[config.mk]
export PLATFORM = sky130hd
export DESIGN_NAME = fp_sqrt_seq_flat
export DESIGN_NICKNAME = d
export VERILOG_FILES = /design/src/rtl/fp_pkg.sv /design/src/rtl/fp_sqrt_seq_if.sv /design/src/rtl/fp_sqrt_round.sv /design/src/rtl/fp_sqrt_seq.sv /design/src/flat_wrapper.sv
export SDC_FILE = /design/constraint.sdc
export NUM_CORES = 1
export LEC_CHECK = 0
export ABC_CLOCK_PERIOD_IN_PS = 6200
export CAP_MARGIN = 15
export CORE_MARGIN = 8
export CORE_UTILIZATION = 40
export DETAILED_ROUTE_END_ITERATION = 10
export PLACE_DENSITY = 0.7
export SLEW_MARGIN = 20
export SYNTH_ARGS = -nofsm -noshare
export SYNTH_HDL_FRONTEND = slang
export SYNTH_SLANG_ARGS = --single-unit
[constraint.sdc]
create_clock -name clk -period 6.2 [get_ports clk]
set_input_delay 1.24 -clock clk [delete_from_list [all_inputs] [get_ports clk]]
set_output_delay 1.24 -clock clk [all_outputs]
set_load 0.005 [all_outputs]
[src/rtl/fp_pkg.sv]
`default_nettype none
// ============================================================================
// fp_pkg : shared encodings for the sequential floating-point square root
// Revision : 1.0
// ============================================================================
package fp_pkg;

  localparam logic [2:0] RND_NE   = 3'd0;
  localparam logic [2:0] RND_ZERO = 3'd1;
  localparam logic [2:0] RND_PINF = 3'd2;
  localparam logic [2:0] RND_NINF = 3'd3;
  localparam logic [2:0] RND_UP   = 3'd4;

  localparam int STAT_ZERO    = 0;
  localparam int STAT_INF     = 1;
  localparam int STAT_INVALID = 2;
  localparam int STAT_TINY    = 3;
  localparam int STAT_HUGE    = 4;
  localparam int STAT_INEXACT = 5;

  localparam logic [31:0] FP_QNAN = 32'h7FC00000;

  typedef enum logic [2:0] {
    ST_IDLE   = 3'd0,
    ST_UNPACK = 3'd1,
    ST_ITER   = 3'd2,
    ST_ROUND  = 3'd3,
    ST_DONE   = 3'd4
  } state_e;

  typedef enum logic [1:0] {
    CLS_NORM = 2'd0,
    CLS_ZERO = 2'd1,
    CLS_INF  = 2'd2,
    CLS_NAN  = 2'd3
  } cls_e;

endpackage
`default_nettype wire

[src/rtl/fp_sqrt_seq_if.sv]
`default_nettype none
// ============================================================================
// fp_sqrt_seq_if : request/result bundle of the sequential square root
// Revision : 1.0
// ============================================================================
interface fp_sqrt_seq_if #(
  parameter int W = 32
);
  logic           start;
  logic [W+2:0]   g_input;
  logic [W+2:0]   e_input;
  logic           busy;
  logic           done;
  logic [W-1:0]   o;
  logic [7:0]     status;

  modport master (output start, g_input, e_input, input busy, done, o, status);
  modport slave  (input start, g_input, e_input, output busy, done, o, status);
endinterface
`default_nettype wire

[src/rtl/fp_sqrt_round.sv]
`default_nettype none
// ============================================================================
// fp_sqrt_round : rounds the raw root (int, fraction, guard, round) + sticky
// Revision : 1.0
// ============================================================================
module fp_sqrt_round
  import fp_pkg::*;
#(
  parameter int SIG = 23
) (
  input  logic [SIG+2:0] root_i,
  input  logic           sticky_i,
  input  logic [2:0]     rnd_i,
  output logic [SIG-1:0] frac_o,
  output logic           exp_inc_o,
  output logic           inexact_o
);

  logic           w_lsb;
  logic           w_guard;
  logic           w_rbit;
  logic           w_tail;
  logic           w_inc;
  logic [SIG+1:0] w_sum;

  assign w_lsb   = root_i[2];
  assign w_guard = root_i[1];
  assign w_rbit  = root_i[0];
  assign w_tail  = w_guard | w_rbit | sticky_i;

  // The root is never negative, so -inf behaves like truncation.
  always_comb begin
    w_inc = 1'b0;
    case (rnd_i)
      RND_ZERO, RND_NINF: w_inc = 1'b0;
      RND_PINF:           w_inc = w_tail;
      RND_UP:             w_inc = w_guard;
      default:            w_inc = w_guard & (w_rbit | sticky_i | w_lsb);
    endcase
  end

  assign w_sum     = {1'b0, root_i[SIG+2:2]} + (SIG+2)'(w_inc);
  assign exp_inc_o = w_sum[SIG+1];
  assign frac_o    = w_sum[SIG+1] ? w_sum[SIG:1] : w_sum[SIG-1:0];
  assign inexact_o = w_tail;

endmodule
`default_nettype wire

[src/rtl/fp_sqrt_seq.sv]
`default_nettype none
// ============================================================================
// fp_sqrt_seq : fixed-latency IEEE-754 square root on XOR-shared operands,
//               radix-2 restoring recurrence. Status flags: FP_SQRT_STATUS_EN.
// Revision : 1.0
// ============================================================================
module fp_sqrt_seq
  import fp_pkg::*;
#(
  parameter int inst_sig_width       = 23,
  parameter int inst_exp_width       = 8,
  parameter int inst_ieee_compliance = 0
) (
  input logic          clk,
  input logic          rst,
  fp_sqrt_seq_if.slave sqrt_if
);

  localparam int SIG  = inst_sig_width;
  localparam int EXP  = inst_exp_width;
  localparam int W    = SIG + EXP + 1;
  localparam int N    = SIG + 3;
  localparam int RADW = 2 * N;
  localparam int REMW = SIG + 5;
  localparam int CNTW = $clog2(N);
  localparam int BIAS = (1 << (EXP - 1)) - 1;
  localparam logic [W-1:0] QNAN = {1'b0, {EXP{1'b1}}, 1'b1, {(SIG-1){1'b0}}};
  localparam logic [W-1:0] PINF = {1'b0, {EXP{1'b1}}, {SIG{1'b0}}};

  state_e          state_q, state_d;
  logic [CNTW-1:0] cnt_q, cnt_d;
  logic [W-1:0]    a_q, a_d;
  logic [2:0]      rnd_q, rnd_d;
  logic [RADW-1:0] rad_q, rad_d;
  logic [REMW-1:0] rem_q, rem_d;
  logic [N-1:0]    root_q, root_d;
  logic [EXP-1:0]  exp_q, exp_d;
  cls_e            cls_q, cls_d;
  logic [W-1:0]    o_q, o_d;

  logic [W+2:0]    w_shared;
  logic            w_sign;
  logic [EXP-1:0]  w_exp_fld;
  logic [SIG-1:0]  w_man;
  logic            w_odd;
  logic [SIG+1:0]  w_rad_init;
  logic [REMW+1:0] w_rem_t;
  logic [REMW+1:0] w_trial;
  logic [SIG-1:0]  w_frac;
  logic            w_exp_inc;
  logic            w_inexact;
  logic [W-1:0]    w_result;
  logic [7:0]      w_status;

  assign w_shared  = sqrt_if.g_input ^ sqrt_if.e_input;
  assign w_sign    = a_q[W-1];
  assign w_exp_fld = a_q[W-2:SIG];
  assign w_man     = a_q[SIG-1:0];
  // Bias is odd, so the unbiased exponent is odd exactly when the field is even.
  assign w_odd      = ~w_exp_fld[0];
  assign w_rad_init = w_odd ? {1'b1, w_man, 1'b0} : {2'b01, w_man};
  assign w_rem_t    = {rem_q, rad_q[RADW-1 -: 2]};
  assign w_trial    = {2'b00, root_q, 2'b01};

  fp_sqrt_round #(.SIG(SIG)) u_round (
    .root_i    (root_q),
    .sticky_i  (|rem_q),
    .rnd_i     (rnd_q),
    .frac_o    (w_frac),
    .exp_inc_o (w_exp_inc),
    .inexact_o (w_inexact)
  );

  always_comb begin
    w_result = {1'b0, exp_q + EXP'(w_exp_inc), w_frac};
    w_status = '0;
    case (cls_q)
      CLS_ZERO: begin
        w_result = {w_sign, {(W-1){1'b0}}};
        w_status[STAT_ZERO] = 1'b1;
      end
      CLS_INF: begin
        w_result = PINF;
        w_status[STAT_INF] = 1'b1;
      end
      CLS_NAN: begin
        w_result = QNAN;
        w_status[STAT_INVALID] = 1'b1;
      end
      default: w_status[STAT_INEXACT] = w_inexact;
    endcase
  end

  always_comb begin
    state_d = state_q;
    cnt_d   = cnt_q;
    a_d     = a_q;
    rnd_d   = rnd_q;
    rad_d   = rad_q;
    rem_d   = rem_q;
    root_d  = root_q;
    exp_d   = exp_q;
    cls_d   = cls_q;
    o_d     = o_q;
    case (state_q)
      ST_IDLE: begin
        if (sqrt_if.start) begin
          a_d     = w_shared[W-1:0];
          rnd_d   = w_shared[W+2:W];
          state_d = ST_UNPACK;
        end
      end
      ST_UNPACK: begin
        if (w_exp_fld == '0)      cls_d = CLS_ZERO;
        else if (w_sign)          cls_d = CLS_NAN;
        else if (w_exp_fld == '1) cls_d = (w_man != '0) ? CLS_NAN : CLS_INF;
        else                      cls_d = CLS_NORM;
        rad_d   = {w_rad_init, {(RADW-SIG-2){1'b0}}};
        exp_d   = EXP'(({1'b0, w_exp_fld} + (EXP+1)'(BIAS)) >> 1);
        rem_d   = '0;
        root_d  = '0;
        cnt_d   = '0;
        state_d = ST_ITER;
      end
      ST_ITER: begin
        if (w_rem_t >= w_trial) begin
          rem_d  = REMW'(w_rem_t - w_trial);
          root_d = {root_q[N-2:0], 1'b1};
        end else begin
          rem_d  = REMW'(w_rem_t);
          root_d = {root_q[N-2:0], 1'b0};
        end
        rad_d = rad_q << 2;
        cnt_d = cnt_q + 1'b1;
        if (cnt_q == CNTW'(N - 1)) state_d = ST_ROUND;
      end
      ST_ROUND: begin
        o_d     = w_result;
        state_d = ST_DONE;
      end
      ST_DONE: state_d = ST_IDLE;
      default: state_d = ST_IDLE;
    endcase
  end

  always_ff @(posedge clk or posedge rst) begin
    if (rst) begin
      state_q <= ST_IDLE;
      cnt_q   <= '0;
      a_q     <= '0;
      rnd_q   <= '0;
      rad_q   <= '0;
      rem_q   <= '0;
      root_q  <= '0;
      exp_q   <= '0;
      cls_q   <= CLS_NORM;
      o_q     <= '0;
    end else begin
      state_q <= state_d;
      cnt_q   <= cnt_d;
      a_q     <= a_d;
      rnd_q   <= rnd_d;
      rad_q   <= rad_d;
      rem_q   <= rem_d;
      root_q  <= root_d;
      exp_q   <= exp_d;
      cls_q   <= cls_d;
      o_q     <= o_d;
    end
  end

  assign sqrt_if.busy = (state_q == ST_UNPACK) || (state_q == ST_ITER) || (state_q == ST_ROUND);
  assign sqrt_if.done = (state_q == ST_DONE);
  assign sqrt_if.o    = o_q;

`ifdef FP_SQRT_STATUS_EN
  logic [7:0] status_q;

  always_ff @(posedge clk or posedge rst) begin
    if (rst)                      status_q <= '0;
    else if (state_q == ST_ROUND) status_q <= w_status;
  end

  assign sqrt_if.status = status_q;
`else
  logic unused_status;
  assign unused_status  = ^w_status;
  assign sqrt_if.status = '0;
`endif

  logic unused_cfg;
  assign unused_cfg = (inst_ieee_compliance != 0);

endmodule
`default_nettype wire

[src/flat_wrapper.sv]
// flat-port wrapper written by rule: the top's interface ports become plain ports
module fp_sqrt_seq_flat import fp_pkg::*;
#(
  parameter int inst_sig_width       = 23,
  parameter int inst_exp_width       = 8,
  parameter int inst_ieee_compliance = 0
)
  (clk, rst, sqrt_if_start, sqrt_if_g_input, sqrt_if_e_input, sqrt_if_busy, sqrt_if_done, sqrt_if_o, sqrt_if_status);
  fp_sqrt_seq_if #(.W(32)) sqrt_if_i ();
  input logic clk;
  input logic rst;
  input wire logic [$bits(sqrt_if_i.start)-1:0] sqrt_if_start;
  input wire logic [$bits(sqrt_if_i.g_input)-1:0] sqrt_if_g_input;
  input wire logic [$bits(sqrt_if_i.e_input)-1:0] sqrt_if_e_input;
  output wire logic [$bits(sqrt_if_i.busy)-1:0] sqrt_if_busy;
  output wire logic [$bits(sqrt_if_i.done)-1:0] sqrt_if_done;
  output wire logic [$bits(sqrt_if_i.o)-1:0] sqrt_if_o;
  output wire logic [$bits(sqrt_if_i.status)-1:0] sqrt_if_status;
  assign sqrt_if_i.start = sqrt_if_start;
  assign sqrt_if_i.g_input = sqrt_if_g_input;
  assign sqrt_if_i.e_input = sqrt_if_e_input;
  assign sqrt_if_busy = sqrt_if_i.busy;
  assign sqrt_if_done = sqrt_if_i.done;
  assign sqrt_if_o = sqrt_if_i.o;
  assign sqrt_if_status = sqrt_if_i.status;
  fp_sqrt_seq #(.inst_sig_width(inst_sig_width), .inst_exp_width(inst_exp_width), .inst_ieee_compliance(inst_ieee_compliance)) u_core (.clk(clk), .rst(rst), .sqrt_if(sqrt_if_i));
endmodule
==> out/results.tsv, run 1 <==
metric	value	unit
Worst-path clk slew	0.07	ns
R2R Path Start	u_core.rem_q[8]	
Max Slew Vio Count	0	
vias in the first global route	7855	
port bufs	106	
via/cell ratio	5.49	
Cell Area, Synth	0.00925	sq mm
Final HPWL DP	16300	um
TNS Setup	0	ns
run status	finished, final reports clean	
Final ANT Viol Nets	0	
Clock Tree Buf Depth	2	
worst hold path startpoint	u_core.sqrt_if.o[25]	
die height	168	um
Critical path origin	u_core.rem_q[8]	
largest net degree at the start of global routing	71	
CP most frequent cell	ha_1	
Setup violations, final	0	
final net count	1230	
WL/cell	16.1	um
antenna cells	0	
initial antenna violation count	0	
PD cells	534	mW/mm^2
die width	168	um
Post-CTS Setup Repair Bufs	0	
total core area	0.0226	sq mm
Residual DRC	0	
synth warn	0	
cell-by-cell listing of the critical path	nor4_1, nand4_1, nor3_1, a21oi_1, o21ai_0, o31ai_1, ha_1, ha_1, and3_1, and3_4, nand4_2, or2_1, nor3_2, ha_1, and3_1, nand3_1, xnor2_1, a21oi_1, o21ai_0	
vias after detailed routing	7783	
Area Overhead vs Synth	20.2	%
Worst Tran Pin Value	0.980	ns
Tcrit/Tclk final	67.8	%
Inserted Clock Buffers	17	
Hold Vio Cnt, Final	0	
Tightest Hold Check Type	flip-flop to flip-flop	
first-pass GRT wire length	38500	um
worst skew pair latency	0.43	ns
Gate Count Post-Synth	1039	
CP arrival	4.54	ns
Crit Path Category	flip-flop to flip-flop	
Overflow after GRT	0	
Ports	115	
Worst Slack Setup Final	1.99	ns
Critical Path Fanout Max	7	
# hold bufs at CTS	0	
max-cap violations	0	
mean post-synth cell area	8.90	sq um
placement row count	55	
Total Routed Length	22900	um
CTS resizes	0	
overall global routing resource usage	16.5	%
final period demand of the worst path	4.21	ns
Post-synth EDFFs	0	
layout cells sized above 1	4.50	%
CP max stage cell	nor4_1	
htree depth	4	
clock sinks	164	
DRT iter0 DRCs	572	
Seq/Total Area, Yosys	44.4	%
CTS tree	built	
critical path's largest stage delay	0.50	ns
leakage power	4.63	nW
CP endpoint kind	flip-flop	
Top FF cell, synth	dfrtp_1	
Yosys cell types	58	
asr flop ratio synth	100	%
RSZ-0062 raised after global routing	false	
Final Skew	0.0135	ns
fmax	238	MHz
initial core utilization	40.8	%
routability cong.	0.867	
die area	0.0282	sq mm
CTS Root Cell	clkbuf_16	
CP Data Required Time	6.54	ns
number of synthesized register bits	164	
element type at the critical path start	flip-flop	
Setup WS pre-CTS	2.07	ns
First-pass DRT Iterations	7	
worst vdd ir	284	uV
worst rel slew slack	34.6	%
## Yosys cell counts, types with 9 or more instances
cell / n / area [sq um]
dfrtp_1: 164 / 4100
o22ai_1: 27 / 169
xnor2_1: 67 / 587
o21ai_0: 66 / 330
xor2_1: 17 / 149
o211ai_1: 9 / 67.6
nor4_1: 14 / 87.6
ha_1: 37 / 463
nand2_1: 124 / 465
nand2b_1: 11 / 68.8
nand4_1: 13 / 81.3
a32oi_1: 10 / 87.6
nor2_1: 91 / 342
nor2b_1: 11 / 68.8
clkbuf_1: 41 / 154
a21oi_1: 97 / 485
nor3_1: 15 / 75.1
inv_1: 40 / 150
nand3_1: 21 / 105
mux2i_1: 28 / 280
o21ai_1: 44 / 220
## final timing paths
kind,to,slack [ns],cells past startpoint
max,u_core.sqrt_if.o[30],1.99,19
min,u_core.sqrt_if.o[25],0.48,2
max reg2reg,u_core.sqrt_if.o[30],1.99,19
min reg2reg,u_core.sqrt_if.o[25],0.48,2
max in group asynchronous,u_core.rem_q[7],3.73,3
min in group asynchronous,u_core.a_q[26],1.27,2
## layout make-up
type	instances	area, sq um
timing repair buffer	112	1110
sequential	164	4100
multi-input combinational	784	4770
fill	2097	11500
clock buffer	18	429
tap	285	357
inverter	41	159
clock inverter	14	186
## routing by layer
layer	vias to the layer above	global-route usage [%]	routed length, um
li1	3798	-	-
met1	3727	21.3	10400
met2	231	27.4	11000
met3	27	3.34	1120
met4	0	5.16	343
met5	-	0	0
## where the power goes
| part | total [mW] | internal, mW | leakage (nW) | switching, mW |
|---|---|---|---|---|
| Combinational | 2.97 | 1.20 | 2.25 | 1.77 |
| Clock | 1.12 | 0.647 | 0.295 | 0.472 |
| Sequential | 1.84 | 1.46 | 2.09 | 0.372 |
| Total | 5.93 | 3.31 | 4.63 | 2.61 |
## stage by stage
stage / cell area, sq um / hold slack, ns / std cells / utilization (%) / power, mW
finish: 11100 / 0.480 / 1418 / 49.1 / 5.93
detailed placement: 10500 / 0.469 / 1386 / 46.3 / 4.79
CTS: 11100 / 0.485 / 1418 / 49.1 / 5.94
floorplan: 9270 / 0.450 / 1046 / - / 4.00
global route: 11100 / 0.513 / 1418 / 49.1 / 6.40
global placement: 10500 / 0.460 / 1386 / 46.3 / 4.74
## worst max-delay path, delay by kind of cell (launching register included)
kind                     cells  cell delay, ns
AND/OR/NAND/NOR             10            2.34
XOR/XNOR                     1            0.12
adder cells (fa/ha/maj)      3            0.64
AO/OA/AOI/OAI                5            0.61
flip-flops                   1            0.41
## sequential cells by signal (all words and copies together), names as in the netlist
name / cells
u_core.root_q: 26
u_core.state_q: 3
u_core.rad_q: 25
u_core.sqrt_if.o: 32
u_core.cnt_q: 5
u_core.cls_q: 2
u_core.rem_q: 28
u_core.exp_q: 8
u_core.a_q: 32
u_core.rnd_q: 3
## logic make-up (layout without fill, tap and decap cells)
kind of cell	count (synthesis)	in the layout	synth area share [%]
fa+ha+maj	37	37	5.01
other cells	1	8	0.0406
flops	164	164	44.4
xor+xnor	84	84	7.96
mux	29	29	3.15
simple gates	327	327	16.4
compound gates	299	299	18.6
buf+inv	98	185	4.47
## cells in the final DEF (no fill, tap or decap), types with 17 or more instances in the layout
| cell | n |
|---|---|
| o21ai_0 | 66 |
| xor2_1 | 17 |
| dfrtp_1 | 164 |
| clkdlybuf4s50_1 | 106 |
| nor2_1 | 91 |
| nand3_1 | 21 |
| clkbuf_16 | 17 |
| o22ai_1 | 27 |
| nand2_1 | 123 |
| ha_1 | 37 |
| inv_1 | 39 |
| mux2i_1 | 28 |
| xnor2_1 | 67 |
| a21oi_1 | 97 |
| o21ai_1 | 44 |
Power figures use the tool's default switching activity.
==> run 2, diff against run 1 <==
- ABC_CLOCK_PERIOD_IN_PS: 6200 -> 4000
- clock period: 6.2 -> 4 ns (I/O delays scaled with it)
==> run 2 against run 1 <==
  * Final cell count grew 0.49%
  * Maximum frequency grew 14%
  * Die area is the same
  * Via count grew 0.81%
==> out/results.tsv, run 2 (synthesis gave the netlist of run 1 again) <==
metric	value	unit	change
run status	finished, final reports clean		
vias in the first global route	7693		-2.1%
initial core utilization	40.8	%	unchanged
CP endpoint kind	flip-flop		
Final HPWL DP	16600	um	+1.8%
critical path's largest stage delay	0.42	ns	-0.08 ns
layout cells sized above 1	5.61	%	+1.1 points
Worst Reg-to-Reg Cells	19		unchanged
port bufs	106		unchanged
met1 usage	21.4	%	+0.14 points
Area Overhead vs Synth	21.8	%	
Hold Vio Cnt, Final	0		unchanged
Final ANT Viol Nets	0		unchanged
GR peak layer	met2		
Tcrit/Tclk final	92.1	%	+24 points
routability cong.	0.862		-0.57%
clock sinks	164		unchanged
Post-CTS Setup Repair Bufs	0		unchanged
Inserted Clock Buffers	17		unchanged
die width	168	um	unchanged
overall global routing resource usage	16.4	%	-0.11 points
Critical Path Fanout Max	4		-3
WL/cell	16.2	um	+0.49%
Tightest Hold Check Type	flip-flop to flip-flop		
via/cell ratio	5.51		+0.31%
CTS tree	built		
Setup violations, final	0		unchanged
Total Routed Length	23100	um	+0.98%
max-cap violations	0		unchanged
commonest non-fill, non-tap cell in the layout	dfrtp_1		
total core area	0.0226	sq mm	unchanged
stages on the worst setup path	19		unchanged
Worst-path clk slew	0.07	ns	about the same
largest net degree at the start of global routing	68		-4.2%
worst vdd ir	474	uV	+67%
die height	168	um	unchanged
most frequent cells in the layout	dfrtp_1 (164), nand2_1 (123), clkdlybuf4s50_1 (106)		
Final Skew	0.0108	ns	-0.00268 ns
Ports	115		unchanged
First-pass DRT Iterations	5		-2
final net count	1237		+0.57%
worst rel slew slack	30.4	%	-4.2 points
PD cells	830	mW/mm^2	+56%
element type at the critical path start	flip-flop		
placement row count	55		unchanged
die area	0.0282	sq mm	unchanged
vias after detailed routing	7846		+0.81%
htree depth	4		unchanged
final period demand of the worst path	3.69	ns	-0.519 ns
# hold bufs at CTS	0		unchanged
first-pass GRT wire length	38300	um	-0.52%
Crit path buffers/inverters	0		unchanged
Post-DP Area	0.0106	sq mm	+0.73%
RSZ-0062 raised after global routing	false		
Worst Tran Pin Value	1.04	ns	+0.0637 ns
leakage power	4.71	nW	+1.8%
CP max stage cell	dfrtp_1		
post-route cell area	0.0113	sq mm	+1.3%
CTS Root Cell	clkbuf_16		
DRT iter0 DRCs	626		+9.4%
fmax	271	MHz	+14%
met3 Track Usage GR	2.78	%	-0.56 points
CTS resizes	0		unchanged
worst hold path startpoint	u_core.sqrt_if.o[26]		
CP most frequent cell	ha_1		
Clock Tree Buf Depth	2		unchanged
initial antenna violation count	0		unchanged
worst skew pair latency	0.43	ns	about the same
Hold Path Depth	2		unchanged
CP Data Required Time	4.29	ns	-2.25 ns
CP arrival	3.98	ns	-0.56 ns
antenna cells	0		unchanged
post-layout util	49.7	%	+0.66 points
R2R Path Start	u_core.rem_q[3]		
Max Slew Vio Count	0		unchanged
cell-by-cell listing of the critical path	nor4_2, nand4_1, nor3_2, a21oi_1, o21ai_0, o31ai_1, ha_1, ha_1, and3_1, and3_4, nand4_2, or2_4, nor3_4, ha_1, ha_1, nand3_1, xnor2_1, a21oi_1, o21ai_0		
Critical path origin	u_core.rem_q[3]		
delay-heaviest family, CP	simple AND/OR/NAND/NOR gates		
Overflow after GRT	0		unchanged
met2 Usage GRT	27.5	%	+0.053 points
TNS Setup	0	ns	unchanged
Residual DRC	0		unchanged
Crit Path Category	flip-flop to flip-flop		
-- run 2: changes by cell type in the layout (fill, tap and decap cells not counted), moves of 2 or more --
cell	previous run	this run
buf_4	6	11
nor4_1	14	11
buf_12	0	2
nor4_2	1	3
-- run 2: final cells by class --
cell class	instances	area [sq um]
inverters	41	158
flip-flops and latches	164	4100
clock buffers	18	439
well taps	285	357
multi-input cells	784	4810
clock inverters	14	209
repair buffers	119	1180
fillers	2046	11400
-- run 2: final timing paths --
path                                         to  slack, ns
min reg2reg                u_core.sqrt_if.o[26]       0.48
max in group asynchronous      u_core.rem_q[27]       2.48
min in group asynchronous       u_core.exp_q[3]       0.79
max reg2reg                u_core.sqrt_if.o[29]       0.31
min                        u_core.sqrt_if.o[26]       0.48
max                        u_core.sqrt_if.o[29]       0.31
-- run 2: metal layers --
metal / up-vias / routed length (um)
li1: 3805 / -
met1: 3827 / 10400
met2: 194 / 11400
met3: 20 / 1080
met4: 0 / 257
met5: - / 0
-- run 2: power by group --
group	internal, mW	switching [mW]	leakage [nW]	total [mW]
logic	1.91	2.76	2.31	4.67
clock network	1.08	0.732	0.316	1.82
registers	2.27	0.587	2.09	2.86
-- run 2: worst reg2reg max path: cells and delay by family, from the launching register on --
kind / cells / cell delay (ns)
compound gates: 5 / 0.59
flops: 1 / 0.42
xor+xnor: 1 / 0.06
simple gates: 9 / 1.64
fa+ha+maj: 4 / 0.83
-- run 2: through the flow --
stage | instances | power, mW | setup slack, ns | hold WS (ns)
detailed placement | 1393 | 7.48 | 0.160 | 0.467
global placement | 1393 | 7.40 | 0.262 | 0.461
finish | 1425 | 9.35 | 0.314 | 0.477
floorplan | 1046 | 6.20 | 0.594 | 0.450
global route | 1425 | 10.1 | 0.00821 | 0.506
CTS | 1425 | 9.33 | 0.125 | 0.483
